`src/rtl/horner_eval.sv`:
```
// Sequenced Horner polynomial evaluator with a writable coefficient file.
// Define HORNER_SAT_EN to clamp arithmetic at 2^W-1 and report it on ovf.
module horner_eval #(
    parameter int  W     = 16,
    parameter int  XW    = 8,
    parameter int  NCOEF = 4,
    localparam int AW    = $clog2(NCOEF)
) (
    input  logic          ck,
    input  logic          rst,
    input  logic          start,
    input  logic [XW-1:0] x,
    input  logic          coef_we,
    input  logic [AW-1:0] coef_addr,
    input  logic [W-1:0]  coef_wdata,
    output logic          busy,
    output logic          done,
    output logic [W-1:0]  result,
    output logic          ovf
);

    typedef enum logic [1:0] {IDLE, MUL, ADD} state_e;

    state_e        state_q, state_d;
    logic [W-1:0]  c_q [NCOEF];
    logic [W-1:0]  reg_x_q, reg_x_d;
    logic [W-1:0]  acc_q, acc_d;
    logic [W-1:0]  reg_h_q, reg_h_d;
    logic [W-1:0]  result_q, result_d;
    logic [AW-1:0] idx_q, idx_d;
    logic          busy_q, busy_d;
    logic          done_q, done_d;

    logic [W-1:0]  c_rd;
    logic [W-1:0]  mul_res;
    logic [W-1:0]  sum_res;
    logic          start_acc;
    logic          final_add;
    logic          addr_ok;

    assign c_rd      = c_q[idx_q];
    assign start_acc = (state_q == IDLE) && start;
    assign final_add = (state_q == ADD) && (idx_q == '0);

    // Only a non-power-of-two file can be addressed past its last entry.
    generate
        if ((1 << AW) == NCOEF) begin : g_addr_full
            assign addr_ok = 1'b1;
        end else begin : g_addr_part
            assign addr_ok = (int'(coef_addr) < NCOEF);
        end
    endgenerate

`ifdef HORNER_SAT_EN
    logic [2*W-1:0] prod_full;
    logic [W:0]     sum_full;
    logic           mul_clamp;
    logic           sum_clamp;
    logic           sticky_q;
    logic           ovf_q;

    assign prod_full = {{W{1'b0}}, acc_q} * {{W{1'b0}}, reg_x_q};
    assign mul_clamp = |prod_full[2*W-1:W];
    assign mul_res   = mul_clamp ? '1 : prod_full[W-1:0];
    assign sum_full  = {1'b0, reg_h_q} + {1'b0, c_rd};
    assign sum_clamp = sum_full[W];
    assign sum_res   = sum_clamp ? '1 : sum_full[W-1:0];

    // The final add's own clamp must reach ovf, so it is folded in here.
    always_ff @(posedge ck) begin
        if (rst) begin
            sticky_q <= 1'b0;
            ovf_q    <= 1'b0;
        end else begin
            if (start_acc) begin
                sticky_q <= 1'b0;
            end else if ((state_q == MUL && mul_clamp) || (state_q == ADD && sum_clamp)) begin
                sticky_q <= 1'b1;
            end
            if (final_add) begin
                ovf_q <= sticky_q | sum_clamp;
            end
        end
    end

    assign ovf = ovf_q;
`else
    assign mul_res = acc_q * reg_x_q;
    assign sum_res = reg_h_q + c_rd;
    assign ovf     = 1'b0;
`endif

    // NOTE: the coefficient file is a small register array, so it is reset
    // like any other register; a RAM macro could not be cleared this way.
    always_ff @(posedge ck) begin
        if (rst) begin
            for (int i = 0; i < NCOEF; i++) begin
                c_q[i] <= '0;
            end
        end else if (state_q == IDLE && coef_we && addr_ok) begin
            c_q[coef_addr] <= coef_wdata;
        end
    end

    // NOTE: every variable gets its hold value first so no path infers a latch.
    always_comb begin
        state_d  = state_q;
        reg_x_d  = reg_x_q;
        acc_d    = acc_q;
        reg_h_d  = reg_h_q;
        result_d = result_q;
        idx_d    = idx_q;
        busy_d   = busy_q;
        done_d   = 1'b0;
        case (state_q)
            IDLE: begin
                if (start_acc) begin
                    reg_x_d = W'(x);
                    acc_d   = c_q[NCOEF-1];
                    idx_d   = AW'(NCOEF - 2);
                    busy_d  = 1'b1;
                    state_d = MUL;
                end
            end
            MUL: begin
                reg_h_d = mul_res;
                state_d = ADD;
            end
            ADD: begin
                if (final_add) begin
                    result_d = sum_res;
                    done_d   = 1'b1;
                    busy_d   = 1'b0;
                    state_d  = IDLE;
                end else begin
                    acc_d   = sum_res;
                    idx_d   = idx_q - AW'(1);
                    state_d = MUL;
                end
            end
            default: state_d = IDLE;
        endcase
    end

    // NOTE: state uses non-blocking assignments so all registers update together.
    always_ff @(posedge ck) begin
        if (rst) begin
            state_q  <= IDLE;
            reg_x_q  <= '0;
            acc_q    <= '0;
            reg_h_q  <= '0;
            result_q <= '0;
            idx_q    <= '0;
            busy_q   <= 1'b0;
            done_q   <= 1'b0;
        end else begin
            state_q  <= state_d;
            reg_x_q  <= reg_x_d;
            acc_q    <= acc_d;
            reg_h_q  <= reg_h_d;
            result_q <= result_d;
            idx_q    <= idx_d;
            busy_q   <= busy_d;
            done_q   <= done_d;
        end
    end

    assign busy   = busy_q;
    assign done   = done_q;
    assign result = result_q;

endmodule

```
`config.mk`:
```
export PLATFORM = sky130hd
export DESIGN_NAME = horner_eval
export DESIGN_NICKNAME = d
export VERILOG_FILES = /design/src/rtl/horner_eval.sv
export SDC_FILE = /design/constraint.sdc
export NUM_CORES = 1
export LEC_CHECK = 0
export ABC_AREA = 1
export ABC_CLOCK_PERIOD_IN_PS = 3800
export BUFFER_PORTS_ARGS = -buffer_cell sky130_fd_sc_hd__buf_2
export CAP_MARGIN = 20
export CORE_UTILIZATION = 57
export CTS_CLUSTER_DIAMETER = 120
export DETAILED_ROUTE_END_ITERATION = 6
export GPL_TIMING_DRIVEN = 0
export PLACE_DENSITY_LB_ADDON = 0.1
export SLEW_MARGIN = 15
export SYNTH_ARGS = -nofsm -noshare
export SYNTH_HDL_FRONTEND = slang
export SYNTH_SLANG_ARGS = --single-unit
```
`constraint.sdc`:
```
create_clock -name ck -period 3.8 [get_ports ck]
set_input_delay 1.14 -clock ck [delete_from_list [all_inputs] [get_ports ck]]
set_output_delay 1.14 -clock ck [all_outputs]
set_load 0.05 [all_outputs]
```
==> results.cfg <==
[route]
detail_route.vias_per_cell = 5.28
detailedRoute.firstPassIterationCount = 5
wl_met3_um = 907
route.layer.met1.wl_um = 9410
drtAntennaViolNets = 0
finalWirelength_um = 23700
post_drt_wl_per_cell_um = 15.9
highest_layer = met4
drcViolationCount = 0
detailroute.via_count = 7894
detailedRoute.firstIterationViolations = 571
route.met2.wl_um = 12300

[job]
max-cap-violations = 0

[clock_tree]
cts_tree = yes
ctsHtreeMaxLevel = 4
tritoncts.num_buffers = 17
clk_root_buffer_cell = clkbuf_16
cts_hold_repair.buffers = 0
cts.clk_slew.worst_paths_ps = 60
numClockSinks = 128
clock_latency_ps = 420
ctsLongestPathBuffers = 2

[synth]
synth-seq-cells = 128
synth_top_cell_area_share = 0.212
netlist_area_sq_um = 9090
synthesis.instances = 1189
synth_enable_flop_cells = 64
synth_area_leader_cell = edfxtp_1
async_reset_ff_frac = 0
yosys.cell_types.count = 34
postSynth.topFlopCell = edfxtp_1
yosys-top-cells-area = edfxtp_1, dfxtp_1, fa_1
synth.avg_cell_area_sq_um = 7.64
ys.warnings.count = 0
synth_nets = 1320
synth-seq-area-share = 0.353

[worst_setup_path]
worstPathRequired_ps = 4120
worstSetupStartpoint = reg_x_q[2]$_SDFFE_PP0P_
r2r_start = reg_x_q[2]$_SDFFE_PP0P_
worst_ep_arrival_time_ps = 4370
cp-end-kind = register
r2r_setup_slack_ps = -250
critPathLaunchType = register
worst-path-max-fanout = 4
timing_worst_setup_path_type = reg -> reg

[pwr]
power.density_cell_area_nw_per_um2 = 377
leakage_component_of_the_power_uw = 0.00547
peakVddDrop_v = 0.000284

[floorplanning]
die_h_um = 128
design.portCount = 49
fp.dieArea_sq_um = 16400
initial_utilization = 0.591
die-width_um = 128
core_sq_um = 15400
total_number_of_placement_rows = 45

[sta]
setup_viol = 7
final.setup.worst_slack_ps = -250
timing_hold_violations_final = 0
worstMarginPinSlew_ps = 810
final_min_period_over_clock_period = 1.07
timing_limited_maximum_frequency_mhz = 247
timing.clock.skew_ps = 9.42
maxSlewViolCount = 0
holdWs_ps = 463
timing.slew.headroom = 0.460
rsz0062_at_grt = yes
layout_min_cycle_time_ps = 4050

[status]
violated_checks = setup timing
run_status = finished with violations

[cells_and_area]
drive_gt1_frac = 0.181
finalCoreUtilization = 0.706
insertedDiodeCount = 0
post_route_insts_no_fill = 1494
final_non_filler_cell_area_sq_um = 10800
finish.net_count = 1401
layout-area-overhead-vs-synth_pct = 19.4

[min_path]
timing.hold.worst.start = result[0]$_SDFFE_PP0P_
worstHoldPathType = reg -> reg

[place]
port_buffers = 46
dpl.hpwl_um = 17900
post-place-cells = 1447
post_dp_cell_area_sq_um = 9710
dp_worst_setup_slack_ps = -535
gpl.final_weighted_congestion = 0.935

[global_routing]
first_global_vias = 7804
grt_overflow = 0
number_of_antenna_violations_at_the_first_check_in_global_routing = 0
grt_max_degree = 19
grt_first_pass_wirelength_um = 37700
track_usage = 0.300
[registers in the layout (all words and copies together), names as in the netlist, named ones only]
register  count
c_q          64
acc_q        16
reg_h_q      16
result       16
reg_x_q       8
idx_q         2
state_q       2
busy          1
done          1
[cell usage after synthesis, drive strengths merged, types with 2 or more instances]
library cell  number
clkinv             2
a31oi              6
nor3              19
nand4              3
a21oi             49
xor2              13
o21ai             78
nor2             166
o21bai             6
o22ai             14
ha                40
inv              232
xnor2              8
nand3             50
clkbuf            36
fa                61
nand2            243
o211ai            10
a21o               3
dfxtp             64
edfxtp            64
buf               17
[final timing paths]
path	to	cells past startpoint
setup / recovery	reg_h_q[15]$_SDFFE_PP0N_	18
hold / removal	result[0]$_SDFFE_PP0P_	2
setup reg to reg	reg_h_q[15]$_SDFFE_PP0N_	18
hold reg to reg	result[0]$_SDFFE_PP0P_	2
[area by class of cell]
cell class / count / area (sq um)
buffer: 41 / 262
timing repair buffer: 74 / 469
inverter: 234 / 886
sequential: 128 / 3230
fill: 1220 / 4530
clock inverter: 15 / 133
tap: 211 / 264
clock buffer: 17 / 425
multi-input combinational: 774 / 5170
[report_power, final]
part | internal (uW) | switching [uW] | total, uW
Combinational | 342 | 577 | 918
Sequential | 1540 | 77.4 | 1620
Clock | 905 | 649 | 1550
[through the flow]
step                TNS, ps  power (uW)
finish                -1140        4090
global route          -2200        4240
CTS                    -911        4050
detailed placement    -3200        2410
floorplan             -36.6        2170
global placement      -2870        2390
[cell families (layout without fill, tap and decap cells)]
kind of cell | Yosys count | in the layout | synth area share
AND/OR/NAND/NOR | 482 | 482 | 0.214
other | 1 | 1 | 0.000413
XOR/XNOR | 21 | 21 | 0.0202
adder cells (fa/ha/maj) | 101 | 101 | 0.189
flip-flops | 128 | 128 | 0.353
buffers and inverters | 287 | 381 | 0.122
AO/OA/AOI/OAI | 169 | 169 | 0.102
[cells in the final DEF (no fill, tap or decap), types with 7 or more instances in the layout]
| cell type | synthesis | routed |
|---|---|---|
| o211ai_1 | 10 | 10 |
| nand3_1 | 50 | 43 |
| nand2_1 | 240 | 226 |
| o22ai_1 | 14 | 14 |
| ha_4 | 0 | 10 |
| buf_2 | 11 | 53 |
| nor3_1 | 19 | 17 |
| xor2_1 | 13 | 12 |
| o21ai_1 | 4 | 10 |
| inv_2 | 5 | 26 |
| edfxtp_1 | 64 | 64 |
| fa_1 | 61 | 55 |
| xnor2_1 | 8 | 8 |
| buf_4 | 4 | 27 |
| dfxtp_1 | 64 | 51 |
| clkbuf_1 | 36 | 22 |
| a21oi_1 | 49 | 40 |
| o21ai_0 | 74 | 62 |
| nand2_2 | 3 | 13 |
| nor2_1 | 161 | 158 |
| dfxtp_2 | 0 | 8 |
| inv_1 | 227 | 204 |
| nand3_2 | 0 | 7 |
| ha_1 | 40 | 30 |
| clkbuf_16 | 0 | 19 |
[critical path: stages, from the launching register on]
cell,delay (ps)
dfxtp_4,390
clkbuf_8,150
buf_6,90
nand2_2,40
fa_1,480
inv_1,60
fa_2,550
fa_1,440
fa_2,610
ha_4,240
inv_4,80
o21ai_2,70
a31oi_2,200
nand3_2,160
buf_4,160
nand3_2,50
nand3_2,60
nand2_1,80
inv_1,30
[timing repair]
item                                    in CTS  in global routing
setup buffers                               19                  6
gates resized for setup                     77                 59
endpoints found under the setup margin       9                 10
gates cloned                                 2                  0
pin swaps                                   43                 34
[metal layers]
layer | up-vias | track usage
met3 | 71 | 0.0396
met1 | 3708 | 0.334
met4 | 0 | 0.175
met2 | 232 | 0.548
met5 | - | 0
li1 | 3883 | -
No activity file was read; power rests on OpenSTA's default activity.
